`src/rtl/audio_player_pkg.sv`:
```
// Shared types and constants for the audio player: fetch FSM states, control
// encodings shared with the keyboard interface, and flash geometry defaults.
package audio_player_pkg;

  typedef enum logic [2:0] {
    IDLE,
    REQ,
    WAIT_DATA,
    OUT_FIRST,
    OUT_SECOND
  } fetch_state_t;

  localparam logic FORWARD  = 1'b0;
  localparam logic BACKWARD = 1'b1;
  localparam logic PLAY     = 1'b1;
  localparam logic STOP     = 1'b0;

  localparam int unsigned DEFAULT_ADDR_W = 23;
  localparam int unsigned WORD_W         = 32;
  localparam int unsigned SAMPLE_W       = 16;

  localparam logic [DEFAULT_ADDR_W-1:0] DEFAULT_LAST_ADDR = 23'h7FFFF;

endpackage

```
`src/rtl/audio_sample_fetcher_if.sv`:
```
// Avalon-MM read-only port between the sample fetcher (master) and the flash
// controller (slave).
interface audio_sample_fetcher_if
  import audio_player_pkg::*;
#(
  parameter int unsigned ADDR_W = DEFAULT_ADDR_W
);

  logic              flash_read;
  logic [ADDR_W-1:0] flash_address;
  logic              flash_waitrequest;
  logic [WORD_W-1:0] flash_readdata;
  logic              flash_readdatavalid;

  modport master (
    output flash_read,
    output flash_address,
    input  flash_waitrequest,
    input  flash_readdata,
    input  flash_readdatavalid
  );

  modport slave (
    input  flash_read,
    input  flash_address,
    output flash_waitrequest,
    output flash_readdata,
    output flash_readdatavalid
  );

endinterface

```
`src/rtl/address_stepper.sv`:
```
// Combinational next-address logic: modulo step in either direction with
// explicit wrap compares, plus the restart target for the live direction.
module address_stepper
  import audio_player_pkg::*;
#(
  parameter int unsigned       ADDR_W    = DEFAULT_ADDR_W,
  parameter logic [ADDR_W-1:0] LAST_ADDR = ADDR_W'(DEFAULT_LAST_ADDR)
) (
  input  logic [ADDR_W-1:0] addr,
  input  logic              direction,
  input  logic              restart,
  output logic [ADDR_W-1:0] next_addr_c,
  output logic [ADDR_W-1:0] restart_target_c
);

  logic [ADDR_W-1:0] stepped;

  // LAST_ADDR need not be all-ones, so the wrap points are compared explicitly
  always_comb begin
    stepped          = addr;
    restart_target_c = (direction == BACKWARD) ? LAST_ADDR : '0;
    if (direction == FORWARD) begin
      stepped = (addr >= LAST_ADDR) ? '0 : addr + ADDR_W'(1);
    end else begin
      stepped = ((addr == '0) || (addr > LAST_ADDR)) ? LAST_ADDR : addr - ADDR_W'(1);
    end
    next_addr_c = restart ? restart_target_c : stepped;
  end

endmodule

```
`src/rtl/audio_sample_fetcher.sv`:
```
// Walks flash forward or backward, reads 32-bit words over Avalon-MM and emits
// one 16-bit sample per qualifying sample_tick (two samples per word).
module audio_sample_fetcher
  import audio_player_pkg::*;
#(
  parameter int unsigned       ADDR_W    = DEFAULT_ADDR_W,
  parameter logic [ADDR_W-1:0] LAST_ADDR = ADDR_W'(DEFAULT_LAST_ADDR)
) (
  input  logic                  clk_in,
  input  logic                  reset_n,
  input  logic                  play_enable,
  input  logic                  direction,
  input  logic                  restart,
  input  logic                  sample_tick,
  audio_sample_fetcher_if.master flash,
  output logic [SAMPLE_W-1:0]   audio_sample,
  output logic                  sample_valid
);

  fetch_state_t      state_q, state_d;
  logic [ADDR_W-1:0] addr_q, addr_d;
  logic [ADDR_W-1:0] target_q, target_d;
  logic              restart_pending_q, restart_pending_d;
  logic [WORD_W-1:0] word_q, word_d;
  logic              word_dir_q, word_dir_d;
  logic [SAMPLE_W-1:0] sample_q, sample_d;
  logic              valid_q, valid_d;
  logic              read_q, read_d;

  logic [ADDR_W-1:0]   next_addr_c;
  logic [ADDR_W-1:0]   restart_target_c;
  logic [SAMPLE_W-1:0] first_half;
  logic [SAMPLE_W-1:0] second_half;
  logic                tick_ok;
  logic                resume_req;

  address_stepper #(
    .ADDR_W    (ADDR_W),
    .LAST_ADDR (LAST_ADDR)
  ) u_stepper (
    .addr             (addr_q),
    .direction        (direction),
    .restart          (restart),
    .next_addr_c      (next_addr_c),
    .restart_target_c (restart_target_c)
  );

  // State and output registers
  always_ff @(posedge clk_in or negedge reset_n) begin
    if (!reset_n) begin
      state_q           <= IDLE;
      addr_q            <= '0;
      target_q          <= '0;
      restart_pending_q <= 1'b0;
      word_q            <= '0;
      word_dir_q        <= FORWARD;
      sample_q          <= '0;
      valid_q           <= 1'b0;
      read_q            <= 1'b0;
    end else begin
      state_q           <= state_d;
      addr_q            <= addr_d;
      target_q          <= target_d;
      restart_pending_q <= restart_pending_d;
      word_q            <= word_d;
      word_dir_q        <= word_dir_d;
      sample_q          <= sample_d;
      valid_q           <= valid_d;
      read_q            <= read_d;
    end
  end

  // Next-state and registered-output logic
  always_comb begin
    state_d           = state_q;
    addr_d            = addr_q;
    target_d          = target_q;
    restart_pending_d = restart_pending_q;
    word_d            = word_q;
    word_dir_d        = word_dir_q;
    sample_d          = sample_q;
    valid_d           = 1'b0;

    tick_ok     = sample_tick && (play_enable == PLAY);
    resume_req  = (play_enable == PLAY);
    first_half  = (word_dir_q == FORWARD) ? word_q[SAMPLE_W-1:0] : word_q[WORD_W-1:SAMPLE_W];
    second_half = (word_dir_q == FORWARD) ? word_q[WORD_W-1:SAMPLE_W] : word_q[SAMPLE_W-1:0];

    unique case (state_q)
      IDLE: begin
        if (restart) begin
          addr_d  = next_addr_c;
          state_d = resume_req ? REQ : IDLE;
        end else if (resume_req) begin
          state_d = REQ;
        end
      end

      REQ: begin
        if (restart) begin
          restart_pending_d = 1'b1;
          target_d          = restart_target_c;
        end
        if (!flash.flash_waitrequest) begin
          state_d = WAIT_DATA;
        end
      end

      WAIT_DATA: begin
        if (restart) begin
          restart_pending_d = 1'b1;
          target_d          = restart_target_c;
        end
        if (flash.flash_readdatavalid) begin
          if (restart || restart_pending_q) begin
            // Stale word from before the restart: drop it and refetch at the target
            addr_d  = restart ? restart_target_c : target_q;
            state_d = resume_req ? REQ : IDLE;
          end else begin
            word_d     = flash.flash_readdata;
            word_dir_d = direction;
            state_d    = OUT_FIRST;
          end
        end
      end

      OUT_FIRST: begin
        if (restart) begin
          addr_d  = next_addr_c;
          state_d = resume_req ? REQ : IDLE;
        end else if (tick_ok) begin
          sample_d = first_half;
          valid_d  = 1'b1;
          state_d  = OUT_SECOND;
        end
      end

      OUT_SECOND: begin
        if (restart) begin
          addr_d  = next_addr_c;
          state_d = resume_req ? REQ : IDLE;
        end else if (tick_ok) begin
          sample_d = second_half;
          valid_d  = 1'b1;
          addr_d   = next_addr_c;
          state_d  = (play_enable == STOP) ? IDLE : REQ;
        end
      end

      default: state_d = IDLE;
    endcase

    // A fresh entry into REQ is the issue of the target read
    if ((state_d == REQ) && (state_q != REQ)) begin
      restart_pending_d = 1'b0;
    end

    read_d = (state_d == REQ);
  end

  assign flash.flash_read    = read_q;
  assign flash.flash_address = addr_q;
  assign audio_sample        = sample_q;
  assign sample_valid        = valid_q;

`ifndef SYNTHESIS
  a_addr_stable: assert property (@(posedge clk_in) disable iff (!reset_n)
    (flash.flash_read && flash.flash_waitrequest) |=> $stable(flash.flash_address));

  a_read_tracks_req: assert property (@(posedge clk_in) disable iff (!reset_n)
    flash.flash_read == (state_q == REQ));
`endif

endmodule

```
`src/flat_wrapper.sv`:
```
// flat-port wrapper written by rule: the top's interface ports become plain ports
module audio_sample_fetcher_flat import audio_player_pkg::*;
#(
  parameter int unsigned       ADDR_W    = DEFAULT_ADDR_W,
  parameter logic [ADDR_W-1:0] LAST_ADDR = ADDR_W'(DEFAULT_LAST_ADDR)
)
  (clk_in, reset_n, play_enable, direction, restart, sample_tick, audio_sample, sample_valid, flash_flash_read, flash_flash_address, flash_flash_waitrequest, flash_flash_readdata, flash_flash_readdatavalid);
  audio_sample_fetcher_if #(.ADDR_W(ADDR_W)) flash_i ();
  input  logic clk_in;
  input  logic reset_n;
  input  logic play_enable;
  input  logic direction;
  input  logic restart;
  input  logic sample_tick;
  output logic [SAMPLE_W-1:0] audio_sample;
  output logic sample_valid;
  output wire logic [$bits(flash_i.flash_read)-1:0] flash_flash_read;
  output wire logic [$bits(flash_i.flash_address)-1:0] flash_flash_address;
  input wire logic [$bits(flash_i.flash_waitrequest)-1:0] flash_flash_waitrequest;
  input wire logic [$bits(flash_i.flash_readdata)-1:0] flash_flash_readdata;
  input wire logic [$bits(flash_i.flash_readdatavalid)-1:0] flash_flash_readdatavalid;
  assign flash_flash_read = flash_i.flash_read;
  assign flash_flash_address = flash_i.flash_address;
  assign flash_i.flash_waitrequest = flash_flash_waitrequest;
  assign flash_i.flash_readdata = flash_flash_readdata;
  assign flash_i.flash_readdatavalid = flash_flash_readdatavalid;
  audio_sample_fetcher #(.ADDR_W(ADDR_W), .LAST_ADDR(LAST_ADDR)) u_core (.clk_in(clk_in), .reset_n(reset_n), .play_enable(play_enable), .direction(direction), .restart(restart), .sample_tick(sample_tick), .flash(flash_i), .audio_sample(audio_sample), .sample_valid(sample_valid));
endmodule
```
`config.mk`:
```
export PLATFORM = sky130hd
export DESIGN_NAME = audio_sample_fetcher_flat
export DESIGN_NICKNAME = d
export VERILOG_FILES = /design/src/rtl/audio_player_pkg.sv /design/src/rtl/audio_sample_fetcher_if.sv /design/src/rtl/address_stepper.sv /design/src/rtl/audio_sample_fetcher.sv /design/src/flat_wrapper.sv
export SDC_FILE = /design/constraint.sdc
export NUM_CORES = 1
export LEC_CHECK = 0
export BUFFER_PORTS_ARGS = -buffer_cell sky130_fd_sc_hd__clkbuf_2
export CORE_UTILIZATION = 50
export DETAILED_ROUTE_END_ITERATION = 16
export PLACE_DENSITY_LB_ADDON = 0.05
export SYNTH_ARGS = -nofsm -noshare
export SYNTH_HDL_FRONTEND = slang
export SYNTH_SLANG_ARGS = --single-unit
```
`constraint.sdc`:
```
create_clock -name clk_in -period 3.22 [get_ports clk_in]
set_clock_uncertainty 0.15 [all_clocks]
set_input_delay 0.966 -clock clk_in [delete_from_list [all_inputs] [get_ports clk_in]]
set_output_delay 0.966 -clock clk_in [all_outputs]
set_load 0.005 [all_outputs]
```
Word-level counts from Yosys, hierarchy flattened

Index checks and enable logic that the tools add are counted.

Magnitude comparators: 2
Multiplexer cells: 36
Reduce and logical (&&, ||, !) cells: 17
Eq/ne operators: 14
Bitwise gates (word level): 1
$add $sub $neg: 2

Operator list:

| kind                                                                    | number |
|---|---|
| 23-bit two-way mux                                                      | 10 |
| 16-bit two-way mux                                                      | 6 |
| 23-bit one-hot mux with 3 select lines                                  | 1 |
| 16-bit one-hot mux with 2 select lines                                  | 1 |
| 3-bit two-way mux                                                       | 9 |
| 23-bit by 1-bit adder with 23-bit output, second input constant         | 1 |
| 23-bit by 19-bit >= comparator with 1-bit output, second input constant | 1 |
| 23-bit by 19-bit > comparator with 1-bit output, second input constant  | 1 |
| 23-bit zero test                                                        | 1 |
| 23-bit by 1-bit subtractor with 23-bit output, second input constant    | 1 |
| 19-bit two-way mux                                                      | 1 |
| 3-bit one-hot mux with 5 select lines                                   | 1 |
| 5-bit AND reduction                                                     | 2 |
| 2-bit by 1-bit != test with 1-bit output, second input constant         | 4 |
| 1-bit two-way mux                                                       | 7 |
| 3-bit by 1-bit equality test with 1-bit output, second input constant   | 2 |
| 3-bit by 2-bit equality test with 1-bit output, second input constant   | 2 |
| 2-bit != test, second input constant                                    | 3 |
| 2-bit nonzero test                                                      | 3 |
| 2-bit OR reduction                                                      | 3 |
| 3-bit equality test, second input constant                              | 1 |
| 3-bit zero test                                                         | 1 |
| 3-bit by 1-bit != test with 1-bit output, second input constant         | 1 |
| 3-bit by 2-bit != test with 1-bit output, second input constant         | 1 |
| 6 further kinds                                                         | 8 |

Input port bits: 40
Output and inout port bits: 41
Register bits: 101

Longest topological paths before layout

Gate-level depths: netlist of run 1.

Word-level depth: 8
Depth in mapped cells: 9

Hierarchy

Synthesis of run 1 repeated with hierarchy kept, for this count alone.

Cell total of the unflattened synthesis: 604
Area, all modules: 5,999.5 um^2

By module, submodules not included:

| module               | area each (um^2) | cells an instance | times used |
|---|---|---|---|
| audio_sample_fetcher | 4,474.3          | 383               | 1 |
| address_stepper      | 1,525.2          | 221               | 1 |

Worst setup path before layout of run 1

OpenSTA, ideal clock, no wires.

Path kind: input-to-reg
Start point: input restart
End point: register u_core.target_q[10]
Cell stages on the path: 7
Arrival time: 2.632 ns
Required time: 3.005 ns
Path slack: 0.373 ns
Cells stage by stage: buf_2 clkinv_1 or3_1 clkbuf_1 nor2_1 clkbuf_1 a21o_1

Word-level cells in the longest chain between the ends: 1

Ends and longest elaborated chain:

| element                | line                       | RTL |
|---|---|---|
| start: declaration     | flat_wrapper.sv:13         | `input logic restart;` |
| 23-bit two-way mux     | n/a                        |  |
| end signal: assignment | audio_sample_fetcher.sv:63 | `target_q <= target_d;` |
| end: declaration       | audio_sample_fetcher.sv:22 | `logic [ADDR_W-1:0] target_q, target_d;` |

Every way passes these cells.
A chain may end at the register's enable or synchronous reset.

Final worst setup path of run 1

Start point: register u_core.addr_q[9], in the netlist u_core.flash.flash_address[9]
End point: register u_core.addr_q[3], in the netlist u_core.flash.flash_address[3]

Word-level cells in the longest chain between the ends: 8

Ends and longest elaborated chain:

| element                                                                             | line                        | RTL |
|---|---|---|
| start: declaration                                                                  | audio_sample_fetcher.sv:21  | `logic [ADDR_W-1:0] addr_q, addr_d;` |
| start signal: assignment                                                            | audio_sample_fetcher.sv:62  | `addr_q <= addr_d;` |
| 23-bit by 19-bit > comparator with 1-bit output or 23-bit zero test (tied branches) | address_stepper.sv:25       | `stepped = ((addr == '0) \|\| (addr > LAST_ADDR)) ? LAST_ADDR : addr - ADDR_W'(1);` |
| 1-bit logical OR                                                                    | address_stepper.sv:25       |  |
| 23-bit two-way mux                                                                  | address_stepper.sv:25       |  |
| 23-bit two-way mux (*)                                                              | address_stepper.sv:22       | `if (direction == FORWARD) begin` |
| 23-bit two-way mux (*)                                                              | address_stepper.sv:27       | `next_addr_c = restart ? restart_target_c : stepped;` |
| 23-bit two-way mux                                                                  | audio_sample_fetcher.sv:142 | `end else if (tick_ok) begin` |
| 23-bit two-way mux                                                                  | audio_sample_fetcher.sv:139 | `if (restart) begin` |
| 23-bit one-hot mux with 3 select lines (*)                                          | audio_sample_fetcher.sv:89  | `unique case (state_q)` |

Every way passes the cells marked *; elsewhere a longest branch is shown, timed or not. The select of a mux whose other input is x is not followed.

==> results of run 1 <==
flip-flops by register name, summed over array words and instances, names as in the netlist:
name	count
u_core.state_q	3
u_core.target_q	23
u_core.flash.flash_read	1
u_core.restart_pending_q	1
u_core.sample_valid	1
u_core.word_q	32
u_core.word_dir_q	1
u_core.flash.flash_address	23
u_core.audio_sample	16
worst max-delay path, delay by kind of cell (launching register included):
| kind | cells | cell delay [ps] |
|---|---|---|
| DFF | 1 | 470 |
| and+or+nand+nor | 3 | 1140 |
| AOI/OAI and AO/OA | 3 | 870 |
synthesized netlist by cell type, types with 5 or more instances:
cell | n | share of area, %
a211oi_1 | 7 | 0.96
a21o_1 | 22 | 3.0
a21oi_1 | 34 | 3.1
a221oi_1 | 11 | 1.8
and2_1 | 5 | 0.57
buf_2 | 12 | 1.1
clkbuf_1 | 29 | 2.0
dfrtp_1 | 101 | 46
inv_1 | 9 | 0.61
mux2_2 | 32 | 6.6
mux2i_1 | 18 | 3.3
nand2_1 | 37 | 2.5
nand3_1 | 8 | 0.73
nand4_1 | 10 | 1.1
nor2_1 | 55 | 3.8
nor3_1 | 10 | 0.91
nor3b_1 | 5 | 0.68
o211ai_1 | 8 | 1.1
o21ai_0 | 23 | 2.1
or3_1 | 6 | 0.68
or4_1 | 5 | 0.68
xnor2_1 | 14 | 2.2
xor2_1 | 8 | 1.3
final cells by class:
| cell class | count | area, sq um | area share, % |
|---|---|---|---|
| Multi-Input combinational cell | 398 | 2770 | 43.6 |
| Clock inverter | 6 | 92.6 | 1.46 |
| Clock buffer | 10 | 138 | 2.17 |
| Timing Repair Buffer | 107 | 618 | 9.73 |
| Tap cell | 136 | 170 | 2.68 |
| Sequential cell | 101 | 2530 | 39.8 |
| Inverter | 10 | 37.5 | 0.591 |
power groups by stage:
| stage | combinational [W] | sequential [W] | clock (W) |
|---|---|---|---|
| detailed placement | 0.00265 | 0.00243 | 0 |
| CTS | 0.00266 | 0.00240 | 0.000936 |
| global placement | 0.00259 | 0.00240 | 0 |
| finish | 0.00266 | 0.00242 | 0.000904 |
| global route | 0.00294 | 0.00250 | 0.000984 |
| floorplan | 0.00194 | 0.00222 | 0 |
how the worst max path moves through the flow:
stage,from,end,slack (ps),cells past startpoint
finish,u_core.flash.flash_address[9],u_core.flash.flash_address[3],480,6
global route,u_core.flash.flash_address[16],u_core.flash.flash_address[3],380,6
detailed placement,restart,u_core.flash.flash_address[14],380,7
CTS,u_core.flash.flash_address[16],u_core.flash.flash_address[3],540,6
global placement,direction,u_core.flash.flash_address[3],490,7
floorplan,restart,u_core.target_q[10],370,7
metrics by stage:
stage          worst slack, ps  power, W  util (%)  hold WS [ps]  cell area, sq um
2_1_floorplan              373   0.00416         -           294              5500
3_3_place_gp               487   0.00499      58.3           311              6120
3_5_place_dp               378   0.00508      58.3           315              6120
4_1_cts                    542   0.00600      60.4           340              6350
5_1_grt                    382   0.00643      60.4           352              6350
6_report                   483   0.00598      60.4           333              6350
metal layers:
layer  vias to the layer above  routed length (microns)
met2                       225                     6400
met4                         0                      328
met3                        30                     1270
met1                      2227                     5930
met5                         -                        0
li1                       2194                        -
cells by family (layout without fill, tap and decap cells):
kind of cell    Yosys count  after routing  share of synthesized area [%]
xor+xnor                 22             22                           3.50
buf+inv                  53            133                           4.03
fa+ha+maj                 3              3                          0.683
compound gates          156            156                           20.1
flops                   101            101                           46.0
simple gates            167            167                           15.8
mux                      50             50                           9.83
placed cells by master, fill, tap and decap left out, types with 4 or more instances in the layout:
cell type / count
inv_1: 9
or3_1: 6
and2_1: 5
a21oi_1: 34
mux2i_1: 18
nand3_1: 8
nand4_1: 10
nor3b_1: 5
clkbuf_2: 79
a31oi_1: 4
buf_4: 27
o31ai_1: 4
or4_1: 5
xnor2_1: 13
o21ai_0: 22
mux2_2: 32
nor4_1: 4
a21o_1: 22
a211oi_1: 6
clkbuf_8: 10
xor2_1: 8
nor3_1: 10
nor2_1: 55
dfrtp_1: 101
o211ai_1: 8
a221oi_1: 11
nand2_1: 37
and3_1: 4
==> results.toml, run 1 <==
[setup_path]
crit_chain = "or4_4 -> nor4_4 -> nand4_1 -> a31oi_1 -> a211oi_1 -> a221oi_1"
reg2reg_from = "u_core.flash.flash_address[9]"
critPathMaxFanout = 7
cp_slowest_stage_delay_ps = 600
critPathCaptureType = "register"
worstSetupPathType = "reg2reg"
timing.rr.end = "u_core.flash.flash_address[3]"
start_kind = "register"
reg2reg_slack_ps = 480
reg2regPathDepth = 6
critPathArrivalTime_ps = 2840
crit_slowest_cell = "or4_4"
cp_data_required_time_ps = 3320

[drt]
first_pass_iters = 8
drcViolationCount = 0
wire_per_inst_microns = 18.1
via_per_inst = 6.09
drt_iter0_markers = 415
final_antenna_net_count = 0
via_count = 4676
totalWireLength_microns = 13900

[global_route]
grt.total_usage_pct = 25.8
antenna_found_initial = 0
grt_max_degree = 49
met1_usage_pct = 35.2
met3_usage_pct = 4.62
top_usage_layer = "met2"
grt_pass1_vias = 4483
grtUsageMet2_pct = 40.2
globalRoute.totalOverflow = 0
grt_pass1_wl_microns = 22700

[pwr]
internal_power_w = 0.00355
power_frac_seq_pct = 40.4
p_switching_w = 0.00244
powerDensity_nw_per_um2 = 942
p_clk_share_pct = 15.1
peakVddDrop_uv = 532
p_comb_share_pct = 44.5
swShare_pct = 40.7
p_leak_nw = 3.00

[clocking]
numClockSinks = 101
cts_max_path_buffers = 2
cts_buffers = 9
cts_tree = "built"
htreeDepth = 3
cts-root-buf = "clkbuf_8"
post_cts_buffers = 0
ctsHoldBuffers = 0
clk_pin_slew_ps = 100
worstSkewPairLatency_ps = 360
cts-resized-gates = 0

[cells_and_area]
antenna_cells = 0
stdcell_count = 768
fillers = 880
drive_gt1_share_pct = 26.9
syn2layout_area_growth_pct = 15.5
nets = 670

[place]
gp_congestion = 0.920
io_buffer_count = 80
dp_hpwl_microns = 9950
dp.cells = 752

[timing]
slew_headroom_pct = 52.7
tns_ps = 0
worst_pin_slew_ps = 702
period_minus_slack_ps = 2740
setup_viol = 0
hold_viol_final = 0
fin_crit_sh_pct = 85.0
slew_violations = 0
rsz0062_at_grt = "no"
fmax_ghz = 0.365

[worst_hold_path]
hp-class = "reg2reg"
hold_depth = 1
hp-start = "u_core.target_q[21]"
min_to = "u_core.target_q[21]"

[job]
cap_violations = 0

[synthesis]
syn_nets = 595
synthCells = 552
ys_seq_area_share_pct = 46.0
synth.cell_area_sq_um = 5500
synth.distinct_cells = 71
synthFlopType = "dfrtp_1"
synth_edf_count = 0
async_flop_share_pct = 100
synth.avg_cell_area_sq_um = 9.96
yosys_warnings = 0
ys_seq_elements = 101

[floorplanning]
io_pins = 81
die_width_microns = 107
initial_utilization_pct = 52.3
fp.dieH_microns = 107
rows = 37
coreArea_sq_um = 10500
die_area_sq_um = 11400

[run_status]
status = "complete, no violations"
No activity file was read; power rests on OpenSTA's default activity.
==> inputs of run 2 (changes only) <==
clock period = 2.7 ns   (was 3.22 ns; I/O delays follow)
==> results.toml, run 2 (synthesized netlist as in run 1, its figures left out) <==
[timing]
worst_slack_ps = 41.8
slew_violations = 0
period_minus_slack_ps = 2660
holdWs_ps = 186
hold_viol_final = 0
fmax_ghz = 0.376
slew_headroom_pct = 66.2
rsz0062_at_grt = "yes"
setup_viol = 0
worst_pin_slew_ps = 506
fin_crit_sh_pct = 98.5

[setup_path]
critPathArrivalTime_ps = 2780
cp_data_required_time_ps = 2820
cp_slowest_stage_delay_ps = 670
crit_chain = "or4_1 -> nor2_1 -> o21ai_1 -> buf_4 -> o221ai_1 -> o31ai_1 -> a221oi_1"
start_kind = "register"
crit_family = "simple AND/OR/NAND/NOR gates"
crit_slowest_cell = "or4_1"
critPathMaxFanout = 5
worstSetupPathType = "reg2reg"
critPathCaptureType = "register"
cp.buffers_inverters = 1

[floorplanning]
initial_utilization_pct = 52.3
rows = 37
die_width_microns = 107
io_pins = 81
fp.dieH_microns = 107
coreArea_sq_um = 10500
die_area_sq_um = 11400

[worst_hold_path]
hp-class = "in2async"

[place]
io_buffer_count = 80
place_ws_ps = 113
gp_congestion = 0.970
dp_hpwl_microns = 10500
dpl-instance-area_sq_um = 6360
dp.cells = 779

[drt]
wire_per_inst_microns = 18.1
totalWireLength_microns = 14400
via_count = 4835
final_antenna_net_count = 0
first_pass_iters = 6
via_per_inst = 6.08
drt_iter0_markers = 544
drcViolationCount = 0

[clocking]
numClockSinks = 101
cts_max_path_buffers = 2
cts_tree = "built"
post_cts_buffers = 0
clk_pin_slew_ps = 110
cts-root-buf = "clkbuf_8"
htreeDepth = 3
worstSkewPairLatency_ps = 370
cts_buffers = 9

[pwr]
peakVddDrop_uv = 542
powerDensity_nw_per_um2 = 1110
p_leak_nw = 3.13
total_power_w = 0.00730

[cells_and_area]
layout_common_cells = "101 x dfrtp_1, 79 x clkbuf_2, 55 x nor2_1"
largest_reg_flops = 32
fin_area_sq_um = 6570
regMostFlops = "u_core.word_q"
final_common_cell = "dfrtp_1"
antenna_cells = 0
syn2layout_area_growth_pct = 19.4
drive_gt1_share_pct = 30.0
nets = 697
stdcell_count = 795

[global_route]
grt_pass1_wl_microns = 24100
grt.total_usage_pct = 27.0
antenna_found_initial = 0
grt_pass1_vias = 4708
globalRoute.totalOverflow = 0
grt_max_degree = 36

[run_status]
status = "complete, no violations"

[job]
cap_violations = 0
## run 2: per-stage QoR
| step | util, % | TNS [ps] |
|---|---|---|
| CTS | 62.4 | 0 |
| global placement | 60.5 | 0 |
| floorplan | - | 0 |
| detailed placement | 60.5 | 0 |
| finish | 62.5 | 0 |
| global route | 62.5 | -59.4 |
## run 2: what timing repair did
item / in CTS / in global routing
setup endpoints to repair: 0 / 4
hold buffers: 0 / 0
resized for setup: 0 / 2
## run 2: final timing paths
check / from / slack [ps] / cells after the start / end
max in group asynchronous: reset_n / 1660 / 2 / u_core.audio_sample[5]
setup / recovery: u_core.flash.flash_address[21] / 40 / 7 / u_core.flash.flash_address[3]
hold reg to reg: u_core.target_q[21] / 340 / 1 / u_core.target_q[21]
min in group clk_in: u_core.target_q[21] / 340 / 1 / u_core.target_q[21]
setup reg to reg: u_core.flash.flash_address[21] / 40 / 7 / u_core.flash.flash_address[3]
hold / removal: reset_n / 190 / 1 / u_core.restart_pending_q
## run 2: layout make-up
type	instances	area, sq um
Fill cell	886	3940
Multi-Input combinational cell	398	2780
Sequential cell	101	2530
Timing Repair Buffer	134	858
Tap cell	136	170
Clock buffer	9	124
Clock inverter	7	67.6
Inverter	10	37.5
## run 2: power by group
part	internal [W]	switching, W	total (W)
Combinational	0.00169	0.00189	0.00358
Sequential	0.00220	0.000581	0.00278
Clock	0.000360	0.000578	0.000938
Total	0.00425	0.00305	0.00730
## run 2: worst register-to-register path, cell delays in order, from the launching register on
cell,delay (ps)
dfrtp_1,430
or4_1,670
nor2_1,260
o21ai_1,200
buf_4,200
o221ai_1,190
o31ai_1,150
a221oi_1,320
## run 2: routing by layer
layer	vias up	track usage, %	share of wire, %
met3	23	5.71	9.1
li1	2247	-	-
met1	2330	37.4	42
met4	0	8.81	1.8
met2	235	42.3	47
met5	-	0	0
